### src/rtl/instr_fetch_buffer_if.sv
// Handshake bundle between instruction fetch, the fetch buffer and decode.
// master = fetch/decode side driving the buffer; slave = the buffer itself.
interface instr_fetch_buffer_if #(
  parameter int PC_W = 32
);
  logic            flush;
  logic            in_valid;
  logic            in_ready;
  logic [31:0]     in_instr;
  logic [PC_W-1:0] in_pc;
  logic            out_valid;
  logic            out_ready;
  logic [5:0]      out_opcode;
  logic [4:0]      out_rs;
  logic [4:0]      out_rt;
  logic [15:0]     out_imm16;
  logic [PC_W-1:0] out_pc;

  modport master (
    output flush, in_valid, in_instr, in_pc, out_ready,
    input  in_ready, out_valid, out_opcode, out_rs, out_rt, out_imm16, out_pc
  );

  modport slave (
    input  flush, in_valid, in_instr, in_pc, out_ready,
    output in_ready, out_valid, out_opcode, out_rs, out_rt, out_imm16, out_pc
  );
endinterface

### src/rtl/instr_fetch_buffer.sv
// Elastic in-order instruction queue between fetch and decode, splitting the head word into fields.
// Optional FETCH_STATS_EN adds stat_issued / stat_stall counters.
//
// state      | meaning
// ST_EMPTY   | no entries, out_valid low, out fields zero
// ST_PARTIAL | 1..DEPTH-1 entries, can push and pop
// ST_FULL    | DEPTH entries, in_ready low
module instr_fetch_buffer #(
  parameter int DEPTH = 2,
  parameter int PC_W  = 32
) (
  input  logic                  clk,
  input  logic                  rst,
  instr_fetch_buffer_if.slave   bus
`ifdef FETCH_STATS_EN
  ,
  output logic [31:0]           stat_issued,
  output logic [31:0]           stat_stall
`endif
);

  localparam int AW = (DEPTH > 1) ? $clog2(DEPTH) : 1;
  localparam logic [AW:0] CNT_ONE  = (AW+1)'(1);
  localparam logic [AW:0] CNT_LAST = (AW+1)'(DEPTH - 1);

  typedef enum logic [1:0] {
    ST_EMPTY   = 2'd0,
    ST_PARTIAL = 2'd1,
    ST_FULL    = 2'd2
  } state_t;

  state_t          state, state_next;
  logic [AW-1:0]   rd_ptr, rd_next;
  logic [AW-1:0]   wr_ptr, wr_next;
  logic [AW:0]     count, count_next;

  logic [31:0]     mem_instr [DEPTH];
  logic [PC_W-1:0] mem_pc    [DEPTH];

  logic            push;
  logic            pop;
  logic [31:0]     head_instr;
  logic [PC_W-1:0] head_pc;

  assign bus.in_ready  = (state != ST_FULL);
  assign bus.out_valid = (state != ST_EMPTY);

  // Flush wins over both sides of the handshake; the offered word is dropped.
  assign push = bus.in_valid  & bus.in_ready  & ~bus.flush;
  assign pop  = bus.out_valid & bus.out_ready & ~bus.flush;

  always_ff @(posedge clk or posedge rst) begin
    if (rst) begin
      state  <= ST_EMPTY;
      rd_ptr <= '0;
      wr_ptr <= '0;
      count  <= '0;
    end else begin
      state  <= state_next;
      rd_ptr <= rd_next;
      wr_ptr <= wr_next;
      count  <= count_next;
    end
  end

  always_comb begin
    state_next = state;
    rd_next    = rd_ptr;
    wr_next    = wr_ptr;
    count_next = count;
    if (bus.flush) begin
      state_next = ST_EMPTY;
      rd_next    = '0;
      wr_next    = '0;
      count_next = '0;
    end else begin
      if (push) wr_next = wr_ptr + 1'b1;
      if (pop)  rd_next = rd_ptr + 1'b1;
      case ({push, pop})
        2'b10:   count_next = count + 1'b1;
        2'b01:   count_next = count - 1'b1;
        default: count_next = count;
      endcase
      case (state)
        ST_EMPTY: begin
          if (push) state_next = ST_PARTIAL;
        end
        ST_PARTIAL: begin
          if (push && !pop && (count == CNT_LAST))
            state_next = ST_FULL;
          else if (pop && !push && (count == CNT_ONE))
            state_next = ST_EMPTY;
        end
        ST_FULL: begin
          // push is blocked while full, so any pop drains one slot
          if (pop) state_next = ST_PARTIAL;
        end
        default: state_next = ST_EMPTY;
      endcase
    end
  end

  always_ff @(posedge clk) begin
    if (push) begin
      mem_instr[wr_ptr] <= bus.in_instr;
      mem_pc[wr_ptr]    <= bus.in_pc;
    end
  end

  // Zero the head fields when empty so stale storage never reaches decode.
  assign head_instr = bus.out_valid ? mem_instr[rd_ptr] : 32'd0;
  assign head_pc    = bus.out_valid ? mem_pc[rd_ptr]    : '0;

  assign bus.out_opcode = head_instr[31:26];
  assign bus.out_rs     = head_instr[25:21];
  assign bus.out_rt     = head_instr[20:16];
  assign bus.out_imm16  = head_instr[15:0];
  assign bus.out_pc     = head_pc;

`ifdef FETCH_STATS_EN
  always_ff @(posedge clk or posedge rst) begin
    if (rst) begin
      stat_issued <= '0;
      stat_stall  <= '0;
    end else begin
      if (pop) stat_issued <= stat_issued + 32'd1;
      if (bus.out_valid && !bus.out_ready) stat_stall <= stat_stall + 32'd1;
    end
  end
`endif

endmodule

### src/flat_wrapper.sv
// flat-port wrapper written by rule: the top's interface ports become plain ports
module instr_fetch_buffer_flat 
#(
  parameter int DEPTH = 2,
  parameter int PC_W  = 32
)
  (clk, rst, bus_flush, bus_in_valid, bus_in_instr, bus_in_pc, bus_out_ready, bus_in_ready, bus_out_valid, bus_out_opcode, bus_out_rs, bus_out_rt, bus_out_imm16, bus_out_pc);
  instr_fetch_buffer_if #(.PC_W(PC_W)) bus_i ();
  input  logic clk;
  input  logic rst;
  input wire logic [$bits(bus_i.flush)-1:0] bus_flush;
  input wire logic [$bits(bus_i.in_valid)-1:0] bus_in_valid;
  input wire logic [$bits(bus_i.in_instr)-1:0] bus_in_instr;
  input wire logic [$bits(bus_i.in_pc)-1:0] bus_in_pc;
  input wire logic [$bits(bus_i.out_ready)-1:0] bus_out_ready;
  output wire logic [$bits(bus_i.in_ready)-1:0] bus_in_ready;
  output wire logic [$bits(bus_i.out_valid)-1:0] bus_out_valid;
  output wire logic [$bits(bus_i.out_opcode)-1:0] bus_out_opcode;
  output wire logic [$bits(bus_i.out_rs)-1:0] bus_out_rs;
  output wire logic [$bits(bus_i.out_rt)-1:0] bus_out_rt;
  output wire logic [$bits(bus_i.out_imm16)-1:0] bus_out_imm16;
  output wire logic [$bits(bus_i.out_pc)-1:0] bus_out_pc;
  assign bus_i.flush = bus_flush;
  assign bus_i.in_valid = bus_in_valid;
  assign bus_i.in_instr = bus_in_instr;
  assign bus_i.in_pc = bus_in_pc;
  assign bus_i.out_ready = bus_out_ready;
  assign bus_in_ready = bus_i.in_ready;
  assign bus_out_valid = bus_i.out_valid;
  assign bus_out_opcode = bus_i.out_opcode;
  assign bus_out_rs = bus_i.out_rs;
  assign bus_out_rt = bus_i.out_rt;
  assign bus_out_imm16 = bus_i.out_imm16;
  assign bus_out_pc = bus_i.out_pc;
  instr_fetch_buffer #(.DEPTH(DEPTH), .PC_W(PC_W)) u_core (.clk(clk), .rst(rst), .bus(bus_i));
endmodule
### config.mk
export PLATFORM = sky130hd
export DESIGN_NAME = instr_fetch_buffer_flat
export DESIGN_NICKNAME = d
export VERILOG_FILES = /design/src/rtl/instr_fetch_buffer_if.sv /design/src/rtl/instr_fetch_buffer.sv /design/src/flat_wrapper.sv
export SDC_FILE = /design/constraint.sdc
export NUM_CORES = 1
export LEC_CHECK = 0
export ABC_AREA = 1
export CAP_MARGIN = 20
export CORE_MARGIN = 4
export CORE_UTILIZATION = 48
export DETAILED_ROUTE_END_ITERATION = 12
export PLACE_DENSITY = 0.84
export SETUP_SLACK_MARGIN = 0.5
export SLEW_MARGIN = 15
export SYNTH_ARGS = -nofsm -noshare
export SYNTH_HDL_FRONTEND = slang
export SYNTH_SLANG_ARGS = --single-unit
export TNS_END_PERCENT = 30
### constraint.sdc
create_clock -name clk -period 4.9 [get_ports clk]
set_input_delay 0.735 -clock clk [delete_from_list [all_inputs] [get_ports clk]]
set_output_delay 0.735 -clock clk [all_outputs]
set_load 0.1 [all_outputs]
==> results of run 1 <==
-- cells in the final DEF, fill, tap and decap left out --
| master | count |
|---|---|
| a21oi_1 | 64 |
| buf_12 | 3 |
| buf_4 | 66 |
| bufinv_16 | 6 |
| clkbuf_16 | 16 |
| clkbuf_8 | 1 |
| clkdlybuf4s50_1 | 70 |
| clkinv_4 | 4 |
| clkinvlp_4 | 2 |
| dfrtp_1 | 5 |
| dfrtp_2 | 1 |
| edfxtp_1 | 128 |
| ha_1 | 1 |
| inv_1 | 6 |
| inv_2 | 3 |
| nand2_1 | 136 |
| nand2_2 | 3 |
| nand3_1 | 1 |
| nand3_2 | 3 |
| nand4_1 | 3 |
| nor2_1 | 3 |
| nor2_2 | 1 |
| nor2_4 | 3 |
| nor2_8 | 1 |
| o21ai_0 | 2 |
| o21ai_1 | 4 |
| o21bai_1 | 1 |
| or2_1 | 1 |
-- through the flow --
step / instance area (µm²) / setup slack [ps]
after global routing: 7130 / 1880
after CTS: 7110 / 1700
after floorplan: 5170 / 630
after detailed placement: 6470 / 1910
final: 7130 / 1960
after global placement: 6470 / 2000
-- registers in the layout, summed over array words and instances (netlist names) --
signal	cells
u_core.rd_ptr	1
u_core.wr_ptr	1
u_core.mem_pc	64
u_core.state	2
u_core.count	2
u_core.mem_instr	64
-- where the power goes --
group	switching, mW	internal, mW	leakage (nW)
clock	0.443	0.923	0.306
combinational	1.05	0.255	1.15
sequential	0.0175	1.31	1.25
-- worst max-delay path: cells and delay by family (launching register included) --
| family | cells | cell delay (ps) |
|---|---|---|
| buf+inv | 2 | 1200 |
| flops | 1 | 450 |
| simple gates | 1 | 60 |
-- logic make-up (layout without fill, tap and decap cells) --
family	after synthesis	in the layout	share of synthesized area [%]
adders and majority gates	1	1	0.242
and+or+nand+nor	155	155	12.5
buffers and inverters	29	177	3.14
AOI/OAI and AO/OA	71	71	6.92
DFF	134	134	77.2
-- routing by layer --
| layer | share of wire (%) | track usage [%] | routed length (µm) |
|---|---|---|---|
| met1 | 40 | 21.5 | 4380 |
| met2 | 52 | 30.2 | 5690 |
| met3 | 6.9 | 5.49 | 755 |
| met4 | 0.62 | 4.54 | 68 |
| met5 | 0 | 0 | 0 |
-- layout make-up --
cell class	instances	area, µm²
Timing Repair Buffer	139	1260
Tap cell	136	170
Sequential cell	134	4000
Clock inverter	12	230
Fill cell	729	3290
Clock buffer	17	414
Multi-Input combinational cell	227	1030
Inverter	9	33.8
-- worst paths after layout --
path                                             start                             end  slack [ps]  cells past startpoint
min                                                rst     u_core.state[1]$_DFFE_PP0P_         460                      2
min reg2reg                u_core.count[1]$_DFFE_PP0P_     u_core.count[1]$_DFFE_PP0P_         560                      2
max                        u_core.state[1]$_DFFE_PP0P_                   bus_out_valid        1960                      3
min in group clk           u_core.count[1]$_DFFE_PP0P_     u_core.count[1]$_DFFE_PP0P_         560                      2
max reg2reg                u_core.state[1]$_DFFE_PP0P_  u_core.mem_pc[1][20]$_DFFE_PP_        2790                      4
max in group asynchronous                          rst       u_core.rd_ptr$_DFFE_PP0P_        4220                      2
==> results.py, run 1 <==
metrics = {
    "pwr": {
        "p_total_mw": 4.00,
        "power_density_nw_per_um2": 561,
        "ir_worst_vdd_mv": 0.432,
        "leakagePower_nw": 2.71,
    },
    "final_layout": {
        "area_growth_pct": 37.9,
        "utilization_pct": 68.5,
        "final_cells": 674,
        "drive_above_1_share_pct": 21.0,
        "fin_nets": 598,
        "diodes": 0,
    },
    "sta": {
        "worstMarginPinSlew_ps": 968,
        "report.final.slew_viol_count": 0,
        "fin_tns_setup_ps": 0,
        "min_period_ps": 2940,
        "holdWs_ps": 459,
        "slew_headroom_pct": 35.3,
        "timing.fmax_ghz": 0.340,
        "rsz0062_at_grt": "no",
        "finalCritPeriodShare_pct": 60.0,
        "hold_viol": 0,
        "finalClockSkew_ps": 6.17,
        "report.final.setup_viol": 0,
    },
    "logic_synthesis": {
        "ys_seq_area_share_pct": 77.2,
        "synth_cells": 390,
        "yosysMostFrequentCell": "nand2_1",
        "yosys-top-cells-count": "nand2_1, edfxtp_1, a21oi_1, buf_2",
        "synth.net_count": 460,
        "syn_avg_cell_area_um2": 13.3,
        "synth_flop_cell": "edfxtp_1",
        "synthTopCellsByArea": "edfxtp_1, nand2_1, a21oi_1",
        "synth_edf_count": 128,
        "ys_ff_latch": 134,
        "yosysTopAreaCellShare_pct": 74.3,
        "yosysTopAreaCell": "edfxtp_1",
        "yosysUniqueCellTypes": 23,
        "ys_async_sr_fraction_pct": 4.48,
        "yosys_warnings": 0,
        "synthesis.area_um2": 5170,
    },
    "clock_network": {
        "hold_buffers": 0,
        "tritoncts": "built",
        "cts-buffers-inserted": 17,
        "clockBufferDepth": 2,
        "htree_levels": 4,
        "clock_latency_ps": 490,
        "clk_pin_slew_ps": 60,
        "cts-resized-gates": 0,
        "cts_root_buf": "clkbuf_8",
        "clock_sinks": 134,
        "cts_setup_buffers": 0,
    },
    "critical_path": {
        "timing_worst_setup_path_type": "reg -> out",
        "worstSetupStartpointType": "flip-flop",
        "cp_max_fo": 4,
        "critical_path_required_ps": 4160,
        "cp_cell_sequence": "nor2_4 > inv_1 > clkdlybuf4s50_1",
        "crit_arrival_ps": 2210,
        "cp_slowest_stage_delay_ps": 1130,
        "critPathCaptureType": "output pin",
        "crit_slowest_cell": "clkdlybuf4s50_1",
    },
    "worst_hold_path": {
        "hold_path.class": "in -> async",
    },
    "run": {
        "drv_cap": 0,
    },
    "drt": {
        "drt-pass1-iter-count": 4,
        "vias_per_cell": 5.04,
        "wl_per_cell_um": 16.2,
        "drtIter0Drc": 222,
        "drtAntennaViolNets": 0,
        "drc": 0,
        "num_vias": 3399,
        "routed_wl_um": 10900,
    },
    "die": {
        "die_h_um": 112,
        "initial_core_util_pct": 49.7,
        "rows": 37,
        "pin_count": 135,
        "core_um2": 10400,
        "die_area_um2": 12500,
        "die_w_um": 112,
    },
    "placement": {
        "port_buffers": 134,
        "dpl.hpwl_um": 6700,
        "dp_cells": 644,
        "gp_congestion": 0.939,
    },
    "global_routing": {
        "grt_pass1_vias": 3466,
        "antenna_found_initial": 0,
        "grt_pass1_wl_um": 17300,
        "track_usage_pct": 17.5,
        "overflow": 0,
        "grt_start_max_net_pins": 67,
    },
    "status": {
        "status": "finished clean",
    },
}
Note: power is estimated with default switching activity, not from simulation.
==> run 2: changes to the inputs <==
- clock period: 4.9 -> 2.9 ns (I/O delays scaled with it)
==> results.py, run 2 (synthesized netlist as in run 1, its figures left out) <==
metrics = {
    "status": {
        "status": "finished clean",
    },
    "drt": {
        "routed_wl_um": 13000,
        "wl_per_cell_um": 19.0,
        "vias_per_cell": 5.36,
        "drt-pass1-iter-count": 5,
        "num_vias": 3651,
        "drtAntennaViolNets": 0,
        "drc": 0,
        "drtIter0Drc": 215,
    },
    "placement": {
        "dpl.hpwl_um": 7900,
        "dp_cells": 645,
        "port_buffers": 134,
        "gp_congestion": 0.772,
    },
    "clock_network": {
        "clockBufferDepth": 2,
        "clk_pin_slew_ps": 60,
        "clock_sinks": 134,
        "clock_latency_ps": 510,
        "cts_root_buf": "clkbuf_8",
        "htree_levels": 4,
        "cts-buffers-inserted": 17,
        "tritoncts": "built",
        "hold_buffers": 0,
    },
    "run": {
        "drv_cap": 0,
    },
    "critical_path": {
        "critical_path_required_ps": 2470,
        "reg2regPathDepth": 5,
        "cp_max_fo": 38,
        "worstSetupStartpointType": "flip-flop",
        "cp_cell_sequence": "nor2_4 > buf_12 > a21oi_1 > buf_12",
        "crit_slowest_cell": "dfrtp_1",
        "r2r_slack_ps": 1180,
        "cp_common_cell": "buf_12",
        "timing_worst_setup_path_type": "reg -> out",
        "cp_slowest_stage_delay_ps": 590,
        "crit_arrival_ps": 1950,
        "critPathCaptureType": "output pin",
    },
    "sta": {
        "finalCritPeriodShare_pct": 82.3,
        "report.final.setup_viol": 0,
        "min_period_ps": 2390,
        "timing.fmax_ghz": 0.419,
        "fin_tns_setup_ps": 0,
        "hold_viol": 0,
        "worstMarginPinSlew_ps": 412,
        "rsz0062_at_grt": "yes",
        "finalClockSkew_ps": 5.66,
        "slew_headroom_pct": 72.6,
        "report.final.slew_viol_count": 0,
    },
    "die": {
        "die_h_um": 112,
        "core_um2": 10400,
        "pin_count": 135,
        "rows": 37,
        "die_area_um2": 12500,
        "die_w_um": 112,
        "initial_core_util_pct": 49.7,
    },
    "worst_hold_path": {
        "hold_path.class": "in -> async",
    },
    "global_routing": {
        "grt_pass1_wl_um": 19800,
        "grt_start_max_net_pins": 67,
        "overflow": 0,
        "grt_pass1_vias": 3902,
        "track_usage_pct": 20.9,
        "antenna_found_initial": 0,
    },
    "final_layout": {
        "final_cells": 681,
        "final_cell_mix": "nand2_1, edfxtp_1, buf_12, clkdlybuf4s50_1, a21oi_1",
        "area_growth_pct": 54.1,
        "diodes": 0,
        "mostFrequentLayoutCell": "nand2_1",
        "fin_nets": 602,
        "drive_above_1_share_pct": 23.3,
        "reg_top3": "u_core.mem_instr x64, u_core.mem_pc x64",
    },
    "pwr": {
        "ir_worst_vdd_mv": 0.466,
        "power_density_nw_per_um2": 895,
        "leakagePower_nw": 2.93,
    },
}
## run 2: cell types whose count changed in the layout (fill, tap and decap cells not counted), sizes merged
cell           delta
buf               +5
inv               +5
bufinv            -4
clkbuf            +2
clkdlybuf4s50     -2
clkinv            -1
clkinvlp          +1
nor2              +1
## run 2: worst max-delay path: cells and delay by family, from the launching register on
family	cells	cell delay (ps)
flip-flops	1	590
buffers and inverters	2	420
AO/OA/AOI/OAI	1	300
AND/OR/NAND/NOR	1	100
## run 2: final timing paths
kind	start	end
hold reg to reg	u_core.count[1]$_DFFE_PP0P_	u_core.count[1]$_DFFE_PP0P_
max in group asynchronous	rst	u_core.rd_ptr$_DFFE_PP0P_
setup reg to reg	u_core.state[0]$_DFFE_PP0P_	u_core.mem_pc[0][13]$_DFFE_PP_
hold / removal	rst	u_core.count[1]$_DFFE_PP0P_
min in group clk	bus_in_instr[1]	u_core.mem_instr[1][1]$_DFFE_PP_
setup / recovery	u_core.state[1]$_DFFE_PP0P_	bus_out_pc[23]
## run 2: where the power goes
| part | total, mW | leakage, nW | internal, mW | switching (mW) |
|---|---|---|---|---|
| combinational | 2.83 | 1.41 | 0.906 | 1.93 |
| sequential | 2.26 | 1.25 | 2.22 | 0.0380 |
| clock | 2.05 | 0.268 | 1.24 | 0.814 |
| total | 7.14 | 2.93 | 4.36 | 2.78 |
## run 2: final cells by class
| class | instances | area [µm²] |
|---|---|---|
| Sequential cell | 134 | 4000 |
| Fill cell | 612 | 2440 |
| Multi-Input combinational cell | 228 | 1080 |
| Tap cell | 136 | 170 |
| Inverter | 9 | 41.3 |
| Clock inverter | 13 | 148 |
| Timing Repair Buffer | 142 | 2120 |
| Clock buffer | 19 | 422 |
## run 2: metal layers
layer  track usage (%)  vias to the layer above  share of wire (%)
li1                  -                     1662                  -
met5                 0                        -                  0
met4              8.68                        0                2.5
met3              7.61                       27                7.8
met1              22.4                     1761                 35
met2              37.1                      201                 55
## run 2: metrics by stage
stage                     setup slack (ps)  area (µm²)  total power, mW  utilization, %  hold WS, ps
final                                  512        7970             7.14            76.5          136
after global routing                   425        7970             7.34            76.5          133
after CTS                              494        7960             7.17            76.5          119
after detailed placement               702        7300             5.06            70.1          520
after global placement                 784        7300             5.00            70.1          511
after floorplan                        147        5200             4.03               -          226
## run 2: timing repair
item | in CTS | in global routing
endpoints found under the hold margin | 0 | 0
endpoints found under the setup margin | 65 | 41
pin swaps | 2 | 0
cloned | 2 | 0
buffers inserted | 2 | 0
resized for setup | 13 | 2
==> run 3: changes to the inputs <==
- clock period: 2.9 -> 2.35 ns (I/O delays scaled with it)
==> results.py, run 3 (synthesized netlist as in run 1, its figures left out) <==
metrics = {
    "placement": {
        "dp_cells": 649,
        "gp_congestion": 0.834,
        "port_buffers": 134,
        "pre_cts_slack_ps": 319,
        "dpl.hpwl_um": 8520,
    },
    "final_layout": {
        "n_fill_cell": 520,
        "diodes": 0,
        "final_cell_mix": "edfxtp_1, nand2_1, buf_12, clkdlybuf4s50_1, a21oi_2",
        "fin_nets": 616,
        "utilization_pct": 82.6,
        "drive_above_1_share_pct": 37.2,
        "final_cells": 695,
        "reg_top3": "u_core.mem_instr x64, u_core.mem_pc x64",
        "mostFrequentLayoutCell": "edfxtp_1",
        "area_growth_pct": 66.4,
    },
    "clock_network": {
        "clock_latency_ps": 510,
        "clock_sinks": 134,
        "clk_pin_slew_ps": 60,
        "tritoncts": "built",
        "cts_root_buf": "clkbuf_8",
        "htree_levels": 4,
        "cts-buffers-inserted": 17,
        "hold_buffers": 0,
        "clockBufferDepth": 2,
    },
    "sta": {
        "finalClockSkew_ps": 8.72,
        "rsz0062_at_grt": "yes",
        "report.final.setup_viol": 0,
        "min_period_ps": 2200,
        "fin_tns_setup_ps": 0,
        "worstMarginPinSlew_ps": 358,
        "report.final.slew_viol_count": 0,
        "slew_headroom_pct": 76.2,
        "timing.fmax_ghz": 0.455,
        "layout_setup_ws_ps": 153,
        "hold_viol": 0,
        "finalCritPeriodShare_pct": 93.5,
    },
    "critical_path": {
        "r2r_slack_ps": 690,
        "crit_arrival_ps": 1840,
        "r2r_start": "u_core.state[0]$_DFFE_PP0P_",
        "worstSetupStartpointType": "flip-flop",
        "reg2regPathDepth": 6,
        "rr_endpoint": "u_core.mem_instr[0][2]$_DFFE_PP_",
        "critPathCaptureType": "output pin",
        "startpoint": "u_core.rd_ptr$_DFFE_PP0P_",
        "cp_max_fo": 18,
        "timing_worst_setup_path_type": "reg -> out",
        "critical_path_required_ps": 2000,
    },
    "die": {
        "die_area_um2": 12500,
        "rows": 37,
        "core_um2": 10400,
        "die_w_um": 112,
        "pin_count": 135,
        "die_h_um": 112,
        "initial_core_util_pct": 49.7,
    },
    "run": {
        "drv_cap": 0,
    },
    "drt": {
        "drtAntennaViolNets": 0,
        "wl_per_cell_um": 21.1,
        "drt-pass1-iter-count": 5,
        "num_vias": 3762,
        "drtIter0Drc": 283,
        "drc": 0,
        "vias_per_cell": 5.41,
        "routed_wl_um": 14700,
    },
    "worst_hold_path": {
        "hold_path.class": "in -> async",
    },
    "global_routing": {
        "grt_pass1_wl_um": 21900,
        "track_usage_pct": 22.9,
        "grt_start_max_net_pins": 66,
        "antenna_found_initial": 0,
        "grt_pass1_vias": 4017,
        "overflow": 0,
    },
    "pwr": {
        "intPower_mw": 5.82,
        "leakagePower_nw": 3.12,
        "p_clk_share_pct": 28.9,
        "p_total_mw": 9.45,
        "pwr-share-seq_pct": 29.5,
        "ir_worst_vdd_mv": 0.794,
        "p_sw_mw": 3.62,
        "p_sw_share_pct": 38.3,
        "power_density_nw_per_um2": 1100,
        "pwr-share-comb_pct": 41.6,
    },
    "status": {
        "status": "finished clean",
    },
}
run 3: cell count changes in the layout (fill, tap and decap cells not counted), sizes merged:
cell and change:
clkbuf +2, bufinv +2, buf +12, nor2 -1
clkinvlp -1
run 3: worst max path at each step:
stage / cells past startpoint / slack [ps] / end
floorplan: 3 / -120 / bus_out_pc[22]
global placement: 5 / 380 / u_core.mem_instr[0][12]$_DFFE_PP_
detailed placement: 5 / 320 / u_core.mem_instr[0][21]$_DFFE_PP_
CTS: 5 / 180 / bus_out_pc[5]
global route: 5 / 100 / bus_out_rt[4]
finish: 5 / 150 / bus_out_rt[4]
run 3: final cells by class:
type / instances / area [µm²] / share of cell area, %
flip-flops and latches: 134 / 4000 / 46.4
repair buffers: 157 / 2410 / 28.0
multi-input cells: 227 / 1380 / 16.0
clock buffers: 18 / 418 / 4.86
clock inverters: 14 / 196 / 2.28
well taps: 136 / 170 / 1.98
inverters: 9 / 41.3 / 0.480
run 3: timing repair:
action | in CTS | in global routing
setup endpoints to repair | 65 | 65
gates cloned | 4 | 3
buffers inserted | 6 | 1
resized for setup | 17 | 19
pin swaps | 6 | 4
run 3: stage by stage:
stage / cell area, µm² / hold slack, ps
2_1_floorplan: 5440 / 143
3_3_place_gp: 7600 / 512
3_5_place_dp: 7600 / 536
4_1_cts: 8440 / 61.8
5_1_grt: 8610 / 97.1
6_report: 8610 / 77.0
run 3: per-layer routing:
metal  up-vias  routed length, µm  GRT usage (%)
met5         -                  0              0
met4         0                233           8.43
met3        22                868           5.54
met2       170               8120           40.8
met1      1875               5460           27.0
li1       1695                  -              -
run 3: worst max-delay path, stage by stage, from the launching register on:
cell	delay [ps]
dfrtp_2	480
inv_8	120
buf_12	160
nand2_1	110
a21oi_2	240
buf_12	210
run 3: power groups by stage:
stage,clock (mW),sequential [mW],combinational [mW]
final,2.73,2.78,3.93
after global routing,2.87,2.79,4.05
after CTS,2.75,2.78,3.83
after detailed placement,0,2.82,3.62
after global placement,0,2.82,3.55
after floorplan,0,2.82,2.29
